==> src/rtl/retro_memory_arbiter.sv <==
// retro_memory_arbiter
//   Round-robin arbiter placed directly in front of the HyperRAM controller.
//   It merges NumInitiators SRAM-style requesters into one target port and
//   forwards one transaction at a time. All outputs are registered, and each
//   completion is routed back to the initiator that was granted.
//
//   Optional feature macro: RETRO_ARBITER_LOCK_EN
//     When defined, this adds the InitLock input. If the granted initiator
//     holds its lock bit on the completing beat, it keeps the grant for its
//     next request. This keeps burst beats (for example cache-line fills)
//     contiguous.
//
// Ports
//   Clk, nReset      clock, asynchronous active-low reset
//   InitRequest      per-initiator request, held until the matching InitAck
//   InitWrite        per-initiator direction (1 = write, 0 = read)
//   InitAddress      packed addresses, port i at [i*AW +: AW]
//   InitDataIn       packed write data, port i at [i*DW +: DW]
//   InitLock         per-initiator lock request (RETRO_ARBITER_LOCK_EN only)
//   InitAck          one-cycle completion pulse to the granted initiator
//   InitDataOut      shared read data, valid while an InitAck bit is high
//   TgtRequest       request to the controller, held until TgtAck
//   TgtWrite         write strobe to the controller
//   TgtAddress       address to the controller
//   TgtDataOut       write data to the controller
//   TgtAck           one-cycle completion pulse from the controller
//   TgtDataIn        read data from the controller, valid with TgtAck
module retro_memory_arbiter #(
    parameter int unsigned NumInitiators   = 2,
    parameter int unsigned AddressBusWidth = 16,
    parameter int unsigned DataBusWidth    = 8
) (
    input  logic                                     Clk,
    input  logic                                     nReset,
    input  logic [NumInitiators-1:0]                 InitRequest,
    input  logic [NumInitiators-1:0]                 InitWrite,
    input  logic [NumInitiators*AddressBusWidth-1:0] InitAddress,
    input  logic [NumInitiators*DataBusWidth-1:0]    InitDataIn,
`ifdef RETRO_ARBITER_LOCK_EN
    input  logic [NumInitiators-1:0]                 InitLock,
`endif
    output logic [NumInitiators-1:0]                 InitAck,
    output logic [DataBusWidth-1:0]                  InitDataOut,
    output logic                                     TgtRequest,
    output logic                                     TgtWrite,
    output logic [AddressBusWidth-1:0]               TgtAddress,
    output logic [DataBusWidth-1:0]                  TgtDataOut,
    input  logic                                     TgtAck,
    input  logic [DataBusWidth-1:0]                  TgtDataIn
);

    localparam int unsigned GrantWidth = (NumInitiators > 1) ? $clog2(NumInitiators) : 1;

    typedef enum logic [1:0] {
        StIdle,
        StBusy,
        StAck
    } state_e;

    state_e                     state_q,      state_d;
    logic [GrantWidth-1:0]      grant_q,      grant_d;
    logic [GrantWidth-1:0]      last_grant_q, last_grant_d;
    logic [NumInitiators-1:0]   init_ack_q,   init_ack_d;
    logic [DataBusWidth-1:0]    init_data_q,  init_data_d;
    logic                       tgt_req_q,    tgt_req_d;
    logic                       tgt_write_q,  tgt_write_d;
    logic [AddressBusWidth-1:0] tgt_addr_q,   tgt_addr_d;
    logic [DataBusWidth-1:0]    tgt_data_q,   tgt_data_d;
`ifdef RETRO_ARBITER_LOCK_EN
    logic                       locked_q,     locked_d;
`endif

    logic                  scan_found;
    logic [GrantWidth-1:0] scan_idx;
    logic [GrantWidth-1:0] cand;
    logic                  sel_valid;
    logic [GrantWidth-1:0] sel_idx;

    // Round-robin scan: LastGrant+1, LastGrant+2, ... modulo NumInitiators.
    always_comb begin
        scan_found = 1'b0;
        scan_idx   = '0;
        cand       = '0;
        for (int unsigned off = 1; off <= NumInitiators; off++) begin
            cand = GrantWidth'((32'(last_grant_q) + off) % NumInitiators);
            if (!scan_found && InitRequest[cand]) begin
                scan_found = 1'b1;
                scan_idx   = cand;
            end
        end
    end

    // While locked, only the locked owner can win. If the owner has dropped
    // its request, the normal scan result is used on the same edge.
    always_comb begin
        sel_valid = scan_found;
        sel_idx   = scan_idx;
`ifdef RETRO_ARBITER_LOCK_EN
        if (locked_q && InitRequest[grant_q]) begin
            sel_valid = 1'b1;
            sel_idx   = grant_q;
        end
`endif
    end

    always_comb begin
        state_d      = state_q;
        grant_d      = grant_q;
        last_grant_d = last_grant_q;
        init_ack_d   = init_ack_q;
        init_data_d  = init_data_q;
        tgt_req_d    = tgt_req_q;
        tgt_write_d  = tgt_write_q;
        tgt_addr_d   = tgt_addr_q;
        tgt_data_d   = tgt_data_q;
`ifdef RETRO_ARBITER_LOCK_EN
        locked_d     = locked_q;
`endif

        unique case (state_q)
            StIdle: begin
                init_ack_d = '0;
`ifdef RETRO_ARBITER_LOCK_EN
                if (locked_q && !InitRequest[grant_q]) begin
                    locked_d = 1'b0;
                end
`endif
                if (sel_valid) begin
                    grant_d     = sel_idx;
                    tgt_req_d   = 1'b1;
                    tgt_write_d = InitWrite[sel_idx];
                    tgt_addr_d  = InitAddress[32'(sel_idx)*AddressBusWidth +: AddressBusWidth];
                    tgt_data_d  = InitDataIn[32'(sel_idx)*DataBusWidth +: DataBusWidth];
                    state_d     = StBusy;
                end
            end

            StBusy: begin
                // Initiator inputs are ignored here. The transaction runs to
                // TgtAck even if the granted request is withdrawn early.
                if (TgtAck) begin
                    tgt_req_d           = 1'b0;
                    init_ack_d          = '0;
                    init_ack_d[grant_q] = 1'b1;
                    if (!tgt_write_q) begin
                        init_data_d = TgtDataIn;
                    end
`ifdef RETRO_ARBITER_LOCK_EN
                    locked_d = InitLock[grant_q];
                    if (!InitLock[grant_q]) begin
                        last_grant_d = grant_q;
                    end
`else
                    last_grant_d = grant_q;
`endif
                    state_d = StAck;
                end
            end

            StAck: begin
                init_ack_d = '0;
                state_d    = StIdle;
            end

            default: begin
                init_ack_d = '0;
                tgt_req_d  = 1'b0;
                state_d    = StIdle;
            end
        endcase
    end

    always_ff @(posedge Clk or negedge nReset) begin
        if (!nReset) begin
            state_q      <= StIdle;
            grant_q      <= '0;
            last_grant_q <= GrantWidth'(NumInitiators - 1);
            init_ack_q   <= '0;
            init_data_q  <= '0;
            tgt_req_q    <= 1'b0;
            tgt_write_q  <= 1'b0;
            tgt_addr_q   <= '0;
            tgt_data_q   <= '0;
`ifdef RETRO_ARBITER_LOCK_EN
            locked_q     <= 1'b0;
`endif
        end else begin
            state_q      <= state_d;
            grant_q      <= grant_d;
            last_grant_q <= last_grant_d;
            init_ack_q   <= init_ack_d;
            init_data_q  <= init_data_d;
            tgt_req_q    <= tgt_req_d;
            tgt_write_q  <= tgt_write_d;
            tgt_addr_q   <= tgt_addr_d;
            tgt_data_q   <= tgt_data_d;
`ifdef RETRO_ARBITER_LOCK_EN
            locked_q     <= locked_d;
`endif
        end
    end

    assign InitAck     = init_ack_q;
    assign InitDataOut = init_data_q;
    assign TgtRequest  = tgt_req_q;
    assign TgtWrite    = tgt_write_q;
    assign TgtAddress  = tgt_addr_q;
    assign TgtDataOut  = tgt_data_q;

endmodule

==> config.mk <==
export PLATFORM = sky130hd
export DESIGN_NAME = retro_memory_arbiter
export DESIGN_NICKNAME = d
export VERILOG_FILES = /design/src/rtl/retro_memory_arbiter.sv
export SDC_FILE = /design/constraint.sdc
export NUM_CORES = 1
export LEC_CHECK = 0
export ABC_AREA = 1
export BUFFER_PORTS_ARGS = -buffer_cell sky130_fd_sc_hd__clkbuf_2
export CAP_MARGIN = 20
export CELL_PAD_IN_SITES_DETAIL_PLACEMENT = 1
export CELL_PAD_IN_SITES_GLOBAL_PLACEMENT = 1
export CORE_MARGIN = 4
export CORE_UTILIZATION = 30
export DETAILED_ROUTE_END_ITERATION = 10
export PLACE_DENSITY = 0.85
export SLEW_MARGIN = 25
export SYNTH_ARGS = -nofsm -noshare
export SYNTH_HDL_FRONTEND = slang
export SYNTH_SLANG_ARGS = --single-unit
==> constraint.sdc <==
create_clock -name Clk -period 1 [get_ports Clk]
set_input_delay 0 -clock Clk [delete_from_list [all_inputs] [get_ports Clk]]
set_output_delay 0 -clock Clk [all_outputs]
set_load 0.02 [all_outputs]
## Word level (Yosys, flattened, before mapping)

Cells that the tools add are included.

| storage, ports and cells | value |
|---|---|
| bits in registers | 40 |
| input port bits | 63 |
| output and inout port bits | 36 |
| logic and storage cells | 53 |

| operators by class | value |
|---|---|
| add/subtract/negate cells | 2 |
| $lt $le $gt $ge | 5 |
| eq/ne operators | 4 |
| shift operators | 2 |
| mux-type cells | 20 |
| bitwise logic cells | 2 |
| reduce and logical (&&, ||, !) cells | 9 |

Operators with widths:

| cell | count |
|---|---|
| 32-bit by 6-bit variable part select with 16-bit output | 1 |
| 16-bit by 5-bit variable part select with 8-bit output | 1 |
| 1-bit two-way mux | 13 |
| 1-bit by 2-bit < comparator with 1-bit output, second input constant | 4 |
| 2-bit two-way mux | 4 |
| 2-bit AND reduction | 3 |
| 3-bit AND reduction | 2 |
| 2-bit inequality test, second input constant | 2 |
| 2-bit case mux with 2 select lines | 1 |
| 1-bit case mux with 3 select lines | 1 |
| 1-bit adder, second input constant | 2 |
| 2-bit by 1-bit equality test with 1-bit output, second input constant | 1 |
| 2-bit equality test, second input constant | 1 |
| 1-bit logical AND | 2 |
| 2-bit zero test | 1 |
| 1-bit inverter | 2 |
| 1-bit demux with 1-bit select | 1 |
| 1-bit greater-or-equal comparator, second input constant | 1 |
| 1-bit zero test | 1 |

## Depth between registers and ports, before layout

| depth | value |
|---|---|
| depth in word-level cells | 9 |
| mapped depth | 6 |
| gate-level depth less buffers | 6 |

## Worst setup path after synthesis

OpenSTA, ideal clock, no wires.

| path | value |
|---|---|
| path type | register to register |
| from | register last_grant_q |
| to | register tgt_addr_q[1] (netlist: TgtAddress[1]) |
| library setup time | 0.115 ns |
| arrival | 0.994 ns |
| data required time | 0.885 ns |
| path slack | -0.110 ns |
| stages on the path, launching flop included | 7 |
| path buffers | 1 |
| period minus slack after synthesis | 1.110 ns |
| cell sequence | dfstp_2 nand2_4 nand2_8 buf_12 nand2_2 nand3_2 nand2_2 |

| between the ends | value |
|---|---|
| word-level cells in the longest chain between the ends | 8 |
| elaborated cells between the ends (all ways) | 14 |
| classes of those cells | 2 x add/sub; 1 x shift; 8 x mux; 3 x reduce/logical |

Ends and longest elaborated chain:

| element | RTL line | text |
|---|---|---|
| start, declared | 62 | `logic [GrantWidth-1:0] last_grant_q, last_grant_d;` |
| start signal, assigned | 177 | `last_grant_q <= GrantWidth'(NumInitiators - 1);` |
| start signal, assigned | 190 | `last_grant_q <= last_grant_d;` |
| 1-bit adder | 85 | `cand = GrantWidth'((32'(last_grant_q) + off) % NumInitiators);` |
| 1-bit two-way mux (not written as such) (2 in series) | 86 | `if (!scan_found && InitRequest[cand]) begin` |
| 1-bit two-way mux | 86 |  |
| 1-bit zero test | 86 |  |
| 1-bit logical AND | 86 |  |
| 1-bit two-way mux | 86 |  |
| 32-bit by 6-bit variable part select with 16-bit output or 2-bit AND reduction (tied branches) | n/a |  |
| end signal, assigned | 195 | `tgt_addr_q <= tgt_addr_d;` |
| end, declared | 67 | `logic [AddressBusWidth-1:0] tgt_addr_q, tgt_addr_d;` |

Several ways; a longest one is shown, not always the timed one. The select of a mux whose other input is x is not followed.
A chain may end at the register's enable or synchronous reset.

## Final worst setup path

| path | value |
|---|---|
| from | register last_grant_q |
| to | register tgt_addr_q[15] (netlist: TgtAddress[15]) |

The elaborated chain is that of the path after synthesis.

==> summary.md <==
| Metric | Value |
|---|---|
| Number of remaining DRC errors | 0 |
| Crit-path cells | nand2_8 > nand2_4 > nand2_2 > nand3_2 > nand2_1 |
| Dpl ws | -185 ps |
| Post-synth EDFFs | 0 |
| H-tree level count | 2 |
| RSZ-0062 raised after global routing | true |
| Clk root buf | clkbuf_8 |
| Gr ovfl total | 0 |
| Worst Max-Slew Pin Slew | 565 ps |
| Clk slew on worst S/H paths | 90 ps |
| Max incr delay on CP | 600 ps |
| Layout cells sized above 1 | 59.7% |
| Crit-path slowest cell | dfstp_2 |
| Synth Cell Area | 2310 µm² |
| Synth cell count leaders | nand2_1, inv_1, nand3_1 |
| Core footprint | 7370 µm² |
| All-Layer GR Usage | 16.7% |
| WL/cell | 15.5 µm |
| Critical Path AT | 1400 ps |
| Synth warn | 0 |
| Register area share after synthesis | 43.3% |
| Startpoint types | register |
| Status | finished with violations |
| Critical path's top delay family | flip-flops |
| Flop pwr share | 30.3% |
| Worst skew pair latency | 300 ps |
| Number of antenna violations at the first check in global routing | 0 |
| Longest Clk Path Bufs | 2 |
| Final hold vios | 0 |
| Pleak | 2.05 nW |
| Synth unique cells | 22 |
| Final min period | 1210 ps |
| Synth area leader | dfrtp_1 |
| Nets | 474 |
| First-pass GRT wire length | 11,700 µm |
| CP Launch Point | last_grant_q$_DFFE_PN1P_ |
| Clk pwr share | 14.3% |
| Final Core Density | 50.6% |
| FF-to-FF Start | last_grant_q$_DFFE_PN1P_ |
| CTS Buf Count | 5 |
| FMAX | 825 MHz |
| Vias in the first global route | 2,444 |
| Die area | 9180 µm² |
| Filler cells | 892 |
| Req. time, crit path | 1190 ps |
| # rows | 31 |
| CTS Sinks | 40 |
| Largest net degree at the start of global routing | 41 |
| Antenna viol nets, final | 0 |
| Layout area overhead | 61.4% |
| Worst vdd ir | 0.880 mV |
| Comb pwr share | 55.5% |
| Buf/Inv on CP | 0 |
| Avg Inst Size Synth | 8.26 µm² |
| Final Setup Violations | 39 |
| Largest cells by area after synthesis | dfrtp_1, nand2_1, inv_1, nand3_1, nand3_2 |
| Period Utilization, post-route | 121% |
| Die Height | 95.8 µm |
| Drt via density | 4.46 |
| CTS tree | built |
| Synth top area share | 42.2% |
| Tot Pwr | 9.72 mW |
| Initial Utilization | 31.4% |
| Routability cong. | 0.725 |
| Psw | 4.43 mW |
| Die Wd | 95.8 µm |
| Diode count | 0 |
| Worst relative slew slack | 62.3% |
| HP Class | primary input to register |
| Final worst slack | -212 ps |
| Ys async rst share | 100% |
| Max cap viols | 0 |
| Pins Over Slew Limit | 0 |
| Fin Clk Skew | 10.4 ps |
| Sw frac | 45.5% |
| Vias | 2,280 |
| CP Max Fanout | 8 |
| Top_reg_cell synth | dfrtp_1 |
| Drt total wl | 7920 µm |
| Internal | 5.30 mW |
| DRT Pass-1 Iters | 4 |
| Initial DRC Count | 91 |
| Synthesized instance count | 280 |
| Syn Nets | 343 |
| Dpl hpwl | 4900 µm |
| Yosys reg bits | 40 |
| Worst hold start | InitAddress[13] |
| PortBufs | 98 |
| PwrDens | 2610 nW/µm² |
| Io pins | 99 |
| Most common cell in the netlist | nand2_1 |
| CP Capture Type | register |
| Critical path class | register to register |
| Failing checks | setup timing |
routing by layer:
| metal | vias up | global-route usage (%) | wire length (µm) |
|---|---|---|---|
| li1 | 1110 | - | - |
| met1 | 1119 | 19.9 | 3280 |
| met2 | 49 | 30.9 | 4300 |
| met3 | 2 | 3.28 | 314 |
| met4 | 0 | 3.67 | 30 |
| met5 | - | 0 | 0 |
worst register-to-register path, cell delays in order (launching register included):
cell and delay (ps):
dfstp_2 600, nand2_8 140, nand2_4 180, nand2_2 80, nand3_2 60, nand2_1 50
power groups by stage:
stage	registers (mW)	logic, mW	clock network (mW)
floorplan	3.71	2.12	0
global placement	2.88	4.35	0
detailed placement	2.92	4.46	0
CTS	2.90	4.86	1.44
global route	3.04	5.91	1.51
finish	2.94	5.39	1.39
state kept, by name (all words and copies together) (netlist names):
| signal | flops |
|---|---|
| state_q | 2 |
| TgtDataOut | 8 |
| TgtWrite | 1 |
| last_grant_q | 1 |
| TgtRequest | 1 |
| InitAck | 2 |
| grant_q | 1 |
| TgtAddress | 16 |
| InitDataOut | 8 |
per-stage QoR:
| step | cell area (µm²) | hold WS (ps) | setup TNS [ps] | cells |
|---|---|---|---|---|
| detailed placement | 2950 | 0.399 | -4740 | 479 |
| global placement | 2950 | -8.22 | -3740 | 479 |
| floorplan | 2320 | -296 | -2010 | 280 |
| finish | 3730 | 12.9 | -5620 | 511 |
| CTS | 3370 | 2.04 | -3880 | 507 |
| global route | 3730 | 22.0 | -7970 | 511 |
cell type report:
| type | count | area [µm²] | area share, % |
|---|---|---|---|
| multi-input combinational | 172 | 1330 | 35.5 |
| sequential | 40 | 1000 | 26.9 |
| timing repair buffer | 134 | 941 | 25.2 |
| inverter | 58 | 224 | 6.00 |
| tap | 99 | 124 | 3.32 |
| clock buffer | 5 | 68.8 | 1.84 |
| clock inverter | 3 | 46.3 | 1.24 |
final timing paths:
check,slack [ps],cells after the start,to
max in group asynchronous,530,3,last_grant_q$_DFFE_PN1P_
max,-210,5,TgtAddress[15]$_DFFE_PN0P_
min reg2reg,480,2,TgtDataOut[0]$_DFFE_PN0P_
min,10,5,TgtAddress[13]$_DFFE_PN0P_
min in group asynchronous,210,3,InitAck[1]$_DFFE_PN0P_
max reg2reg,-210,5,TgtAddress[15]$_DFFE_PN0P_
what timing repair did:
action	4_1_cts	5_1_grt
hold buffers	15	0
pin swaps	7	27
endpoints found under the setup margin	37	40
resized for setup	29	63
hold endpoints to repair	54	0
cloned	2	4
buffers inserted	3	1
placed cells by master, fill, tap and decap left out, types with 2 or more instances in the layout:
cell / count
clkbuf_2: 98
inv_1: 54
nand2_1: 53
nand3_2: 50
dfrtp_1: 39
nand2_2: 39
dlygate4sd3_1: 15
nand2_4: 7
nand3_4: 7
buf_6: 6
clkbuf_8: 5
buf_12: 5
buf_4: 5
nand2_8: 4
nand3_1: 3
buf_8: 3
inv_2: 2
o21ai_2: 2
inv_6: 2
o21ai_1: 2
clkbuf_16: 2
cell families after synthesis:
family,after synthesis,synth area share [%]
AO/OA/AOI/OAI,6,1.51
buffers and inverters,71,16.0
flip-flops,40,43.3
AND/OR/NAND/NOR,163,39.1
Note: power is estimated with default switching activity, not from simulation.
